$ cat src/rtl/mem_port_arbiter_pkg.sv
// Shared LC-3b memory-side types: line/address widths and the port arbiter state encoding.
package lc3b_types;

    localparam int LC3B_ADDR_W = 12;
    localparam int LC3B_LINE_W = 128;
    localparam int LC3B_SEL_W  = 16;

    typedef logic [LC3B_LINE_W-1:0] lc3b_line;
    typedef logic [LC3B_ADDR_W-1:0] lc3b_wb_adr;

    typedef enum logic [1:0] {
        IDLE    = 2'd0,
        SERVE_I = 2'd1,
        SERVE_D = 2'd2,
        RECOVER = 2'd3
    } lc3b_arb_state;

endpackage

$ cat src/rtl/mem_port_arbiter_grant_select.sv
// Grant choice for one idle-cycle arbitration. MEM_ARB_ROUND_ROBIN_EN alternates on collisions;
// otherwise data always beats instruction.
module arb_grant_select (
    input  logic i_req,
    input  logic d_req,
    input  logic last_owner,
    output logic grant_i,
    output logic grant_d_next
);

`ifdef MEM_ARB_ROUND_ROBIN_EN
    localparam logic RR_EN = 1'b1;
`else
    localparam logic RR_EN = 1'b0;
`endif

    // last_owner = 1 means data owned the previous transaction, so a collision goes to instruction.
    always_comb begin
        grant_d_next = d_req & ~(i_req & RR_EN & last_owner);
        grant_i      = i_req & ~grant_d_next;
    end

endmodule

$ cat src/rtl/mem_port_arbiter.sv
// Two-requester (ifetch, data) arbiter in front of one line-granular memory port.
// Optional macro MEM_ARB_ROUND_ROBIN_EN selects round-robin collision resolution.
module mem_port_arbiter
    import lc3b_types::*;
#(
    parameter int ADDR_W = LC3B_ADDR_W,
    parameter int LINE_W = LC3B_LINE_W,
    parameter int SEL_W  = LC3B_SEL_W
) (
    input  logic              clk,
    input  logic              rst,
    input  logic              i_read,
    input  logic [ADDR_W-1:0] i_address,
    output logic [LINE_W-1:0] i_rdata,
    output logic              i_resp,
    input  logic              d_read,
    input  logic              d_write,
    input  logic [ADDR_W-1:0] d_address,
    input  logic [LINE_W-1:0] d_wdata,
    input  logic [SEL_W-1:0]  d_sel,
    output logic [LINE_W-1:0] d_rdata,
    output logic              d_resp,
    output logic              m_read,
    output logic              m_write,
    output logic [ADDR_W-1:0] m_address,
    output logic [LINE_W-1:0] m_wdata,
    output logic [SEL_W-1:0]  m_sel,
    input  logic [LINE_W-1:0] m_rdata,
    input  logic              m_resp,
    output logic              grant_d
);

    lc3b_arb_state state, state_next;

    logic [ADDR_W-1:0] lat_addr;
    logic [LINE_W-1:0] lat_wdata;
    logic [SEL_W-1:0]  lat_sel;
    logic              lat_write;

    logic d_req;
    logic grant_i;
    logic grant_d_next;
    logic last_owner;

    assign d_req = d_read | d_write;

    arb_grant_select u_grant (
        .i_req        (i_read),
        .d_req        (d_req),
        .last_owner   (last_owner),
        .grant_i      (grant_i),
        .grant_d_next (grant_d_next)
    );

`ifdef MEM_ARB_ROUND_ROBIN_EN
    always_ff @(posedge clk or posedge rst) begin
        if (rst) begin
            last_owner <= 1'b1;
        end else if (state == IDLE && (grant_d_next || grant_i)) begin
            last_owner <= grant_d_next;
        end
    end
`else
    assign last_owner = 1'b1;
`endif

    always_ff @(posedge clk or posedge rst) begin
        if (rst) begin
            state <= IDLE;
        end else begin
            state <= state_next;
        end
    end

    // Request is captured on the same edge that grants it; later upstream changes are ignored.
    always_ff @(posedge clk or posedge rst) begin
        if (rst) begin
            lat_addr  <= '0;
            lat_wdata <= '0;
            lat_sel   <= '0;
            lat_write <= 1'b0;
        end else if (state == IDLE) begin
            if (grant_d_next) begin
                lat_addr  <= d_address;
                lat_wdata <= d_wdata;
                lat_sel   <= d_sel;
                lat_write <= d_write;
            end else if (grant_i) begin
                lat_addr  <= i_address;
                lat_write <= 1'b0;
            end
        end
    end

    always_comb begin
        state_next = state;
        m_read     = 1'b0;
        m_write    = 1'b0;
        i_resp     = 1'b0;
        d_resp     = 1'b0;
        grant_d    = 1'b0;
        case (state)
            IDLE: begin
                if (grant_d_next) begin
                    state_next = SERVE_D;
                end else if (grant_i) begin
                    state_next = SERVE_I;
                end
            end
            SERVE_I: begin
                m_read  = ~lat_write;
                m_write = lat_write;
                if (m_resp) begin
                    i_resp     = 1'b1;
                    state_next = RECOVER;
                end
            end
            SERVE_D: begin
                grant_d = 1'b1;
                m_read  = ~lat_write;
                m_write = lat_write;
                if (m_resp) begin
                    d_resp     = 1'b1;
                    state_next = RECOVER;
                end
            end
            RECOVER: state_next = IDLE;
            default: state_next = IDLE;
        endcase
    end

    assign m_address = lat_addr;
    assign m_wdata   = lat_wdata;
    assign m_sel     = lat_sel;
    assign i_rdata   = m_rdata;
    assign d_rdata   = m_rdata;

endmodule
$ cat config.mk
export PLATFORM = sky130hd
export DESIGN_NAME = mem_port_arbiter
export DESIGN_NICKNAME = d
export VERILOG_FILES = /design/src/rtl/mem_port_arbiter_pkg.sv /design/src/rtl/mem_port_arbiter_grant_select.sv /design/src/rtl/mem_port_arbiter.sv
export SDC_FILE = /design/constraint.sdc
export NUM_CORES = 1
export LEC_CHECK = 0
export CORE_AREA = 2 2 279 281
export CTS_CLUSTER_DIAMETER = 40
export CTS_CLUSTER_SIZE = 30
export DETAILED_ROUTE_END_ITERATION = 10
export DIE_AREA = 0 0 281 283
export PLACE_DENSITY = 0.41
export SETUP_SLACK_MARGIN = 0.15
export SLEW_MARGIN = 20
export SYNTH_ARGS = -nofsm -noshare
export SYNTH_HDL_FRONTEND = slang
export SYNTH_SLANG_ARGS = --single-unit
$ cat constraint.sdc
create_clock -name clk -period 5.35 [get_ports clk]
set_input_delay 0.8025 -clock clk [delete_from_list [all_inputs] [get_ports clk]]
set_output_delay 0.8025 -clock clk [all_outputs]
set_load 0.02 [all_outputs]
; Word level (Yosys, flattened, before mapping)
; Index checks and enable logic that the tools add are counted.
[totals]
regBits = 159
inputBits = 302
wordCells = 34
output_inout_bits = 417
[classes]
eq_ne = 5
mux = 14
reduce_logical = 6
bitwise_logic = 4
[op_table]
columns = operator, n
row1 = 12-bit two-way mux, 2
row2 = 1-bit two-way mux, 8
row3 = 2-bit two-way mux, 3
row4 = 2-bit one-hot mux with 3 select lines, 1
row5 = 2-bit AND reduction, 3
row6 = 2-bit equality test (second input constant), 2
row7 = 3-bit inequality test (second input constant), 1
row8 = 2-bit by 1-bit equality test with 1-bit output (second input constant), 1
row9 = 2-bit logical NOT, 1
row10 = 2-bit by 1-bit inequality test with 1-bit output (second input constant), 1
row11 = 1-bit inverter, 2
row12 = 2-bit nonzero test, 1
row13 = 2-bit OR reduction, 1
row14 = 1-bit bitwise AND, 1
row15 = 1-bit bitwise OR, 1

; Depth between registers and ports, before layout
[logic_depth]
depth_word = 6
ltp_mapped = 6
depth_no_buf = 5

; By module
; A second synthesis with hierarchy kept.
[hier_totals]
hier_cells = 642
hier_area_um2 = 8087.8
[modules_own_cells]
columns = module, seq_area_each_um2, area_each_um2, cells_each, n_inst
row1 = mem_port_arbiter, 3978.8, 8066.5, 640, 1
row2 = arb_grant_select, 0.0, 21.3, 2, 1

; Worst setup path before layout
; OpenSTA, ideal clock, no wires.
[synth_timing]
path_type = register to output
start = reg state[1]
end = out m_read
n_path_buf = 0
arrival_time_ns = 1.101
stages_incl_launch_ff = 4
required_time_ns = 4.548
path_slack_ns = 3.447
cell_sequence = dfrtp_1 inv_1 ha_1 nor2b_1
[synth_via]
elab_chain_cells = 3
elab_cells_between_ends = 4
classes_between = 2 x eq/ne / 1 x mux / 1 x reduce/logical
[synth_lines]
columns = element, line_no
row1 = start: declaration, mem_port_arbiter.sv:33  ; lc3b_arb_state state, state_next;
row2 = start signal: assignment, mem_port_arbiter.sv:71  ; state <= state_next;
row3 = 2-bit equality test / 2-bit by 1-bit equality test with 1-bit output (equally long branches), mem_port_arbiter.sv:102  ; case (state)
row4 = 2-bit OR reduction (no source line) (*), -
row5 = 1-bit two-way mux (*), -
row6 = end: declaration, mem_port_arbiter.sv:23  ; output logic m_read,
; Mark *: on every way between the ends. The rest lies on a longest branch, timed or not.

; Worst setup path after layout
[layout_timing]
start = in m_resp
end = out i_resp
[layout_via]
elab_chain_cells = 2
[layout_lines]
columns = element, line_no
row1 = start: declaration, mem_port_arbiter.sv:29  ; input logic m_resp,
row2 = 1-bit two-way mux, mem_port_arbiter.sv:113  ; if (m_resp) begin
row3 = 1-bit two-way mux, mem_port_arbiter.sv:102
row4 = end: declaration, mem_port_arbiter.sv:15  ; output logic i_resp,
; Every way passes these cells.

==> impl_metrics.py <==
metrics = {
    "worst_setup_path": {
        "max_stage_delay_ns": 0.62,
        "worstSetupPathType": "in -> out",
        "worstReg2RegEnd": "m_wdata[44]",
        "reg2reg_slack_ns": 3.43,
        "critPathLaunchType": "input port",
        "path_max_fanout": 3,
        "endpoint_kind": "output pin",
        "cp_cell_sequence": "clkdlybuf4s50_1 > and2_1 > clkdlybuf4s50_1",
        "setup.worst_path.end": "i_resp",
        "crit_required_ns": 4.55,
        "r2r_cells": 5,
        "cpMostUsedCell": "clkdlybuf4s50_1",
        "cpMaxStageDelayCell": "clkdlybuf4s50_1",
        "arrival_ns": 2.09,
        "critical_path.startpoint": "m_resp",
        "rr_startpoint": "state[1]",
    },
    "synth": {
        "synthesis.area_mm2": 0.00807,
        "synth.distinct_cells": 20,
        "synth_seq_area_share": 0.493,
        "yosys_warnings": 0,
        "synth-seq-cells": 159,
        "synthCells": 639,
        "synthesis.nets": 946,
        "syn_avg_cell_area_um2": 12.6,
    },
    "routing": {
        "vias_per_cell": 2.62,
        "antenna_left": 0,
        "highest_layer": "met4",
        "post_drt_wl_per_cell_um": 13.3,
        "drt-total-wl_um": 23700,
        "route.detailed.drc": 0,
        "wl_met1_um": 7570,
        "first_iter_violations": 75,
        "vias": 4660,
        "wl_met2_um": 11200,
        "wl_met3_um": 3290,
        "dr.pass1.iters": 3,
    },
    "sta": {
        "fmax_mhz": 346,
        "tightest_slew_ns": 0.889,
        "finalSetupTns_ns": 0,
        "grt_setup_unrepaired": "no",
        "slew_headroom": 0.407,
        "fin_skew_ns": 0.0119,
        "setup_viol": 0,
        "setup_ws_ns": 2.46,
        "drv_slew": 0,
        "hold_viol_final": 0,
        "finalCritPeriodShare": 0.541,
        "min_period_ns": 2.89,
    },
    "layout": {
        "drive_gt1_frac": 0.171,
        "area_delta_synth_final_pct": 40.8,
        "mostFrequentLayoutCells": "334 x clkdlybuf4s50_1, 159 x dfrtp_1, 85 x mux2_2",
        "nFillCells": 8520,
        "fin_nets": 1030,
        "register_area_mm2": 0.00398,
        "multiInputGateArea_mm2": 0.00203,
        "final_common_cell": "clkdlybuf4s50_1",
    },
    "clocking": {
        "htree_levels": 4,
        "cts_hold_buf": 0,
        "cts_tree": "done",
        "cts.sinks": 159,
        "cts_setup_buffers": 0,
        "cts-root-buf": "clkbuf_16",
        "cts_resized": 0,
        "clk_pin_slew_worst_paths_ns": 0.07,
        "numCtsBuffers": 17,
        "clockBufferDepth": 2,
        "clk_latency_ns": 0.47,
    },
    "placed_design": {
        "io_buffers": 334,
        "gp_congestion": 0.651,
        "hpwl_um": 17700,
        "dp_slack_ns": 2.48,
    },
    "floorplanning": {
        "die_w_um": 281,
        "design.die.area_mm2": 0.0795,
        "die_h_um": 283,
        "core_area_mm2": 0.0767,
        "rows": 102,
        "io_pins": 719,
        "start_util": 0.105,
    },
    "status": {
        "outcome": "complete, no violations",
    },
    "global_route": {
        "grt_pass1_wl_um": 34500,
        "antenna_found_initial": 0,
        "gr-usage-all-layers": 0.0608,
        "grt_max_degree": 81,
        "grt_pass1_vias": 5355,
        "grt_overflow_total": 0,
    },
    "pwr": {
        "leakagePower_nw": 4.33,
        "peakVddDrop_mv": 0.225,
        "p_per_area_mw_per_mm2": 599,
    },
    "flow_run": {
        "maxCapViolations": 0,
    },
    "worst_hold_path": {
        "hold_class": "reg -> reg",
    },
}
## logic make-up after synthesis
| kind of cell | after synthesis | share of synthesized area |
|---|---|---|
| buf+inv | 279 | 0.257 |
| simple gates | 21 | 0.0113 |
| mux | 159 | 0.220 |
| compound gates | 16 | 0.0118 |
| flops | 159 | 0.493 |
| fa+ha+maj | 5 | 0.00775 |
## final cells by class
| cell class | count | area share |
|---|---|---|
| Clock inverter | 14 | 0.0152 |
| Antenna cell | 1 | 0.000220 |
| Inverter | 5 | 0.00209 |
| Timing Repair Buffer | 339 | 0.301 |
| Tap cell | 1040 | 0.114 |
| Clock buffer | 18 | 0.0386 |
| Multi-Input combinational cell | 201 | 0.179 |
| Sequential cell | 159 | 0.350 |
## worst min-delay path by stage
stage | from | endpoint | slack (ns) | cells past startpoint
2_1_floorplan | lat_write | lat_write | 0.46 | 2
3_3_place_gp | m_address[0] | m_address[0] | 0.47 | 2
3_5_place_dp | m_address[1] | m_address[1] | 0.47 | 2
4_1_cts | m_address[1] | m_address[1] | 0.49 | 2
5_1_grt | m_wdata[43] | m_wdata[43] | 0.50 | 1
6_report | m_address[1] | m_address[1] | 0.48 | 2
## routing by layer
| metal | global-route usage | vias up |
|---|---|---|
| li1 | - | 2018 |
| met1 | 0.0522 | 2197 |
| met2 | 0.0954 | 340 |
| met3 | 0.0435 | 105 |
| met4 | 0.0499 | 0 |
| met5 | 0 | - |
## critical path: cells and delay by family
kind	cells	cell delay, ns
buf+inv	2	1.12
simple gates	1	0.16
## synthesized netlist by cell type
master    number  area (µm²)
nor2_1         1        3.75
mux2i_1       14         140
o21ai_0       12        60.1
inv_1          5        18.8
ha_1           5        62.6
dfrtp_1      159        3980
mux2_2        85         957
nor2b_1        1        6.26
o21ai_2        1        8.76
a32oi_1        1        8.76
nand2_1       15        56.3
a21oi_1        1        5.00
buf_6          6        67.6
buf_2          9        45.0
buf_4        258        1940
clkbuf_1       1        3.75
and2_1         3        18.8
nor2_2         1        6.26
mux2_1        60         676
o31ai_2        1        12.5
## report_power, final
part	switching (W)	total, W	internal [W]
logic	0.00160	0.00335	0.00176
clock network	0.000628	0.00131	0.000681
registers	0.000318	0.00214	0.00182
total	0.00254	0.00680	0.00426
## metrics by stage
stage	hold slack, ns	util	instance area (µm²)	total power (W)	cells
after CTS	0.489	0.148	11400	0.00701	1776
after global placement	0.468	0.140	10800	0.00556	1744
after detailed placement	0.471	0.140	10800	0.00559	1744
after floorplan	0.461	-	8070	0.00414	639
final	0.482	0.148	11400	0.00680	1777
after global routing	0.502	0.148	11400	0.00727	1776
## sequential cells by signal, summed over array words and instances (netlist names)
signal     count
m_sel         16
lat_write      1
m_address     12
m_wdata      128
state          2
(Power assumes the default switching activity.)
